File: config.mk
export PLATFORM = sky130hd
export DESIGN_NAME = binary_mul_14_1_uni
export DESIGN_NICKNAME = d
export VERILOG_FILES = /design/src/rtl/bmul_pkg.sv /design/src/rtl/bmul_full_adder.sv /design/src/rtl/binary_mul_14_1_uni.sv
export SDC_FILE = /design/constraint.sdc
export NUM_CORES = 1
export LEC_CHECK = 0
export CAP_MARGIN = 0
export CORE_MARGIN = 2
export CORE_UTILIZATION = 25
export CTS_CLUSTER_DIAMETER = 30
export DETAILED_ROUTE_END_ITERATION = 10
export SYNTH_ARGS = -nofsm -noshare
export SYNTH_HDL_FRONTEND = slang
export SYNTH_SLANG_ARGS = --single-unit
File: constraint.sdc
create_clock -name clk -period 1.6 [get_ports clk]
set_input_delay 0.4 -clock clk [delete_from_list [all_inputs] [get_ports clk]]
set_output_delay 0.4 -clock clk [all_outputs]
set_load 0.02 [all_outputs]
File: src/rtl/bmul_pkg.sv
// Shared constants and operand/product types for the binary-multiplier family.
package bmul_pkg;

  localparam int unsigned BMUL_W  = 14;
  localparam int unsigned BMUL_PW = 2 * BMUL_W;

  typedef logic [BMUL_W-1:0]  bmul_op_t;
  typedef logic [BMUL_PW-1:0] bmul_prod_t;

endpackage

File: src/rtl/bmul_full_adder.sv
// One-bit full adder cell; used as a half adder by tying cin to 0.
module bmul_full_adder (
  input  logic a,
  input  logic b,
  input  logic cin,
  output logic s,
  output logic cout
);

  logic ab_x;

  assign ab_x = a ^ b;
  assign s    = ab_x ^ cin;
  assign cout = (a & b) | (cin & ab_x);

endmodule

File: src/rtl/binary_mul_14_1_uni.sv
// Unsigned WIDTHxWIDTH carry-save array multiplier with a single registered output stage.
// Optional macro BMUL_SELFCHECK_EN compiles in a simulation-only product checker.
module binary_mul_14_1_uni
  import bmul_pkg::*;
#(
  parameter int unsigned WIDTH = BMUL_W
) (
  input  logic                 clk,
  input  logic                 rst_n,
  input  logic                 en,
  input  logic [WIDTH-1:0]     A,
  input  logic [WIDTH-1:0]     B,
  output logic [2*WIDTH-1:0]   P
);

  localparam int unsigned PW = 2 * WIDTH;

  logic [PW-1:0] prod;
  logic [PW-1:0] p_d, p_q;

  // Row j holds sums of weight 2^(j+i) and carries of weight 2^(j+i+1).
  for (genvar j = 0; j < WIDTH; j++) begin : g_row
    logic [WIDTH-1:0] pp;
    logic [WIDTH-1:0] s_row;
    logic [WIDTH-1:0] c_row;

    assign pp = A & {WIDTH{B[j]}};

    if (j == 0) begin : g_first
      assign s_row = pp;
      assign c_row = '0;
    end else begin : g_csa
      logic [WIDTH-1:0] s_in;
      assign s_in = {1'b0, g_row[j-1].s_row[WIDTH-1:1]};
      for (genvar i = 0; i < WIDTH; i++) begin : g_col
        bmul_full_adder u_fa (
          .a   (pp[i]),
          .b   (s_in[i]),
          .cin (g_row[j-1].c_row[i]),
          .s   (s_row[i]),
          .cout(c_row[i])
        );
      end
    end

    assign prod[j] = s_row[0];
  end

  // Final ripple merges the last row's sums and carries into the upper half.
  for (genvar k = 0; k < WIDTH - 1; k++) begin : g_rca
    logic ci;
    logic co;

    if (k == 0) begin : g_lsb
      assign ci = 1'b0;
    end else begin : g_up
      assign ci = g_rca[k-1].co;
    end

    bmul_full_adder u_fa (
      .a   (g_row[WIDTH-1].s_row[k+1]),
      .b   (g_row[WIDTH-1].c_row[k]),
      .cin (ci),
      .s   (prod[WIDTH+k]),
      .cout(co)
    );
  end

  // The product fits in PW bits, so the top position can never carry out.
  assign prod[PW-1] = g_row[WIDTH-1].c_row[WIDTH-1] ^ g_rca[WIDTH-2].co;

  always_comb begin
    p_d = p_q;
    if (en) begin
      p_d = prod;
    end
  end

  always_ff @(posedge clk or negedge rst_n) begin
    if (!rst_n) begin
      p_q <= '0;
    end else begin
      p_q <= p_d;
    end
  end

  assign P = p_q;

`ifdef BMUL_SELFCHECK_EN
  logic [PW-1:0] chk_exp_q;
  logic          chk_vld_q;

  always @(posedge clk or negedge rst_n) begin
    if (!rst_n) begin
      chk_vld_q <= 1'b0;
      chk_exp_q <= '0;
    end else begin
      if (chk_vld_q && (p_q !== chk_exp_q)) begin
        $error("bmul selfcheck: P=%0d expected %0d", p_q, chk_exp_q);
      end
      chk_vld_q <= en;
      if (en) begin
        chk_exp_q <= {{WIDTH{1'b0}}, A} * {{WIDTH{1'b0}}, B};
      end
    end
  end
`else
`endif

endmodule

# == Yosys cells after proc, flatten, opt, wreduce, memory -nomap -nowiden ==
# Cells that the tools add are included.
# word_totals
register_bits,28
word_cells,883
output_inout_bits,28
in_bits,31
# classes
bitwise_logic,882
# op_table
op,n
$and 1x1->1,350
$xor 1x1->1,350
$and 14x14->14,14
$or 1x1->1,168

# == Logic depth before layout (Yosys ltp) ==
# Gate-level depths: netlist (run 1).
# depth
word_depth,52
ltp_mapped,37
depth_no_buf,36

# == Modules after synthesis ==
# A second synthesis (run 1) with hierarchy kept.
# unflattened
hier_cells,482
hier_area_um2,6388.6
# by_module_without_submodules
mod,n_inst,seq_area_each_um2,area_each_um2,cells_each
bmul_full_adder,195,0.0,20.0,1
binary_mul_14_1_uni,1,700.7,2484.9,287

# == Least setup slack after synthesis (run 1) ==
# OpenSTA, ideal clock, no wires.
# synth_path
path_kind,input port to flip-flop
startpoint,in B[0]
endpoint,reg p_q[26] (netlist: P[26])
slack_ps,-10179
n_path_buf,1
setup_ps,125
required_ps,1475
path_stages,35
arrival_ps,11655
path_cell_list,clkbuf_1 -> and2_1 -> ha_1 -> fa_1 -> fa_1 -> inv_1 -> fa_1 -> fa_1 -> fa_1 -> fa_1 -> fa_1 -> fa_1 -> fa_1 -> fa_1 -> fa_1 -> fa_1 -> inv_1 -> ha_1 -> inv_1 -> fa_1 -> fa_1 -> inv_1 -> fa_1 -> fa_1 -> fa_1 -> fa_1 -> fa_1 -> fa_1 -> inv_1 -> fa_1 -> inv_1 -> fa_1 -> fa_1 -> fa_1 -> mux2_2
# synth_via
elab_chain_cells,51
elab_cells_between_ends,817
cone_classes,bitwise (817)
# synth_rtl
item,line,source
start: declaration,binary_mul_14_1_uni.sv:12,"input logic [WIDTH-1:0] B,"
$and 14x14->14 *,binary_mul_14_1_uni.sv:27,assign pp = A & {WIDTH{B[j]}};
$xor 1x1->1 (2 in series),bmul_full_adder.sv:12,assign ab_x = a ^ b;
$and 1x1->1 / $xor 1x1->1 (equally long branches),"bmul_full_adder.sv:14, bmul_full_adder.sv:13",
$or 1x1->1 / $xor 1x1->1 (equally long branches),"bmul_full_adder.sv:14, bmul_full_adder.sv:12",
$and 1x1->1 / $xor 1x1->1 (equally long branches),"bmul_full_adder.sv:14, bmul_full_adder.sv:13",
$or 1x1->1 / $xor 1x1->1 (equally long branches),"bmul_full_adder.sv:14, bmul_full_adder.sv:12",
$and 1x1->1 / $xor 1x1->1 (equally long branches),"bmul_full_adder.sv:14, bmul_full_adder.sv:13",
$or 1x1->1 / $xor 1x1->1 (equally long branches),"bmul_full_adder.sv:14, bmul_full_adder.sv:12",
[... 35 more ...],n/a,
$and 1x1->1,bmul_full_adder.sv:14,assign cout = (a & b) | (cin & ab_x);
$or 1x1->1,bmul_full_adder.sv:14,
$and 1x1->1,bmul_full_adder.sv:14,
$or 1x1->1,bmul_full_adder.sv:14,
$and 1x1->1,bmul_full_adder.sv:14,
$or 1x1->1,bmul_full_adder.sv:14,
$xor 1x1->1 *,bmul_full_adder.sv:13,assign s = ab_x ^ cin;
net g_rca[12].u_fa.s,bmul_full_adder.sv:6,"output logic s,"
end signal: assignment,binary_mul_14_1_uni.sv:83,p_q <= p_d;
end: declaration,binary_mul_14_1_uni.sv:19,"logic [PW-1:0] p_d, p_q;"
# Mark *: on every way through the listed nets, which the timed path passes. The rest lies on a longest branch.
# A chain may end at the register's enable or synchronous reset.

# == Worst setup path in the final report (run 1) ==
# Same ends and word-level chain as after synthesis.

==> results of run 1 <==
[final timing paths]
path	endpoint	slack (ps)	cells past startpoint
worst max-delay path	P[26]$_DFFE_PN0P_	-9350	35
worst min-delay path	P[3]$_DFFE_PN0P_	480	2
worst max register to register	P[17]$_DFFE_PN0P_	820	1
worst min register to register	P[0]$_DFFE_PN0P_	510	2
max in group asynchronous	P[25]$_DFFE_PN0P_	930	2
min in group clk	P[0]$_DFFE_PN0P_	510	2
[per-layer routing]
metal,share of wire,global-route usage
met3,0.027,0.0134
met2,0.51,0.184
met4,0.0053,0.00983
met5,0,0
met1,0.46,0.128
[critical path, delay by kind of cell]
| family | cells | cell delay (ps) |
|---|---|---|
| adder cells (fa/ha/maj) | 26 | 9920 |
| buffers and inverters | 7 | 360 |
| multiplexers | 1 | 270 |
| AND/OR/NAND/NOR | 1 | 160 |
[timing repair]
action / in CTS / in global routing
gates resized for setup: 161 / 13
endpoints found under the hold margin: 0 / 0
endpoints found under the setup margin: 55 / 26
setup buffers: 6 / 0
gates cloned: 1 / 0
pin swaps: 51 / 23
[cells in the mapped netlist]
cell type / number
inv_1: 98
mux2i_1: 14
ha_1: 14
o21ai_1: 1
buf_8: 1
nand2_1: 60
dfrtp_1: 28
fa_1: 168
nand3_2: 1
and2_1: 135
buf_6: 2
buf_2: 12
mux2_2: 13
clkbuf_1: 16
[final cells by class]
class                   instances  area [sq um]  area share
clock inverters                 1          30.0     0.00377
repair buffers                111          1020       0.128
inverters                      98           368      0.0462
flip-flops and latches         28           701      0.0881
multi-input cells             406          5360       0.674
clock buffers                   3          75.1     0.00944
well taps                     324           405      0.0510
[logic make-up (layout without fill, tap and decap cells)]
logic type                 after synthesis  after routing  synth area share
adders and majority gates              182            182             0.577
buffers and inverters                  129            213            0.0856
AOI/OAI and AO/OA                        1              1          0.000815
muxes                                   27             27            0.0467
and+or+nand+nor                        196            196             0.176
DFF                                     28             28             0.114
[stage by stage]
stage                     instances  TNS (ps)  hold slack [ps]  utilization
after floorplan                 563   -140620              104            -
after global placement          960   -158380              495        0.312
after detailed placement        960   -159470              499        0.312
after CTS                       971   -139830              485        0.328
after global routing            971   -141900              505        0.329
final                           971   -137680              477        0.329
==> flow_metrics.py, run 1 <==
metrics = {
    "logic_synthesis": {
        "avgSynthCellArea_sq_um": 10.9,
        "netlist_area_sq_um": 6140,
        "seq_area_frac_synth": 0.114,
        "synth_top_cells_by_area": "fa_1 55%, and2_1 14%, dfrtp_1 11%",
        "yosysTopAreaCell": "fa_1",
        "synth_top_area_frac": 0.548,
        "ys_seq_elements": 28,
        "synth_cell_type_count": 14,
        "synth_fp_nets": 776,
        "syn_inst": 563,
        "yosys_warnings": 0,
    },
    "final_layout": {
        "largest_register_ffs": 28,
        "fill_cells": 2460,
        "antenna_cells": 0,
        "final_cell_mix": "118 x and2_1, 85 x fa_1, 83 x fa_2",
        "layout-drive-gt1-share": 0.340,
        "mostFrequentLayoutCell": "and2_1",
        "design_area_sq_um": 7960,
        "nets": 861,
        "area_delta_synth_final_pct": 29.7,
    },
    "timing": {
        "worst_slack_ps": -9350,
        "fin_crit_sh": 6.84,
        "rsz0062_at_grt": "true",
        "setup_viol": 26,
        "finalClockSkew_ps": 0,
        "max_freq_mhz": 91.3,
        "tightest_slew_ps": 324,
        "maxSlewViolCount": 0,
        "hold_violations": 0,
        "slew_headroom": 0.783,
        "min_period_ps": 10950,
    },
    "placement": {
        "dp_worst_setup_slack_ps": -10310,
        "port_buffers": 58,
        "dpl_cell_area_sq_um": 7530,
        "gp_congestion": 0.753,
        "dp_hpwl_microns": 10500,
    },
    "die": {
        "die_h_microns": 161,
        "initial_core_util": 0.254,
        "ios": 59,
        "core_area_sq_um": 24200,
        "die-area_sq_um": 25800,
        "row_count": 57,
        "die_x_microns": 161,
    },
    "grt": {
        "grt_pass1_vias": 4459,
        "grt_max_degree": 30,
        "antenna_found_initial": 1,
        "gr-total-overflow": 0,
        "grt_usage": 0.0995,
        "grt_pass1_wl_microns": 21000,
    },
    "setup_path": {
        "crit_fanout": 5,
        "required_ps": 1760,
        "crit_slowest_cell": "fa_2",
        "startpoint_type": "primary input",
        "critPathLaunch": "B[0]",
        "critical-path-max-stage-delay_ps": 550,
        "rr_startpoint": "P[17]$_DFFE_PN0P_",
        "end_kind": "flip-flop",
        "critical_path_arrival_ps": 11110,
        "cpMostUsedCell": "fa_2",
        "crit_type": "primary input to flip-flop",
    },
    "route": {
        "first_iter_violations": 55,
        "wl_microns": 11800,
        "drt-vias-per-instance": 3.96,
        "wl_per_cell_microns": 12.1,
        "vias": 3846,
        "ant_nets": 0,
        "drt-pass1-iter-count": 4,
        "remaining_drc_errors": 0,
    },
    "cts": {
        "cts_buffers": 3,
        "clock-root-buffer": "clkbuf_16",
        "clk_latency_ps": 280,
        "cts_hold_buffers": 0,
        "clk_pin_slew_ps": 80,
        "cts_tree": "yes",
        "htreeDepth": 1,
        "clockBufferDepth": 2,
        "cts.sinks": 28,
    },
    "outcome": {
        "outcome": "finished, violations left",
        "violations": "negative setup slack",
    },
    "flow_run": {
        "drv_cap": 0,
    },
    "hold_path": {
        "hp-class": "primary input to async pin",
    },
}
Power of run 1 is not shown: default switching activity piles up to over one toggle a cycle in this logic, so the estimate is an artifact.
==> run 2: changes to the inputs <==
CTS_CLUSTER_SIZE = 16   (was not set)
==> results of run 2 <==
The final DEF is identical to that of run 1; final timing and power are the same.
Power of run 2 is left out for the same reason.
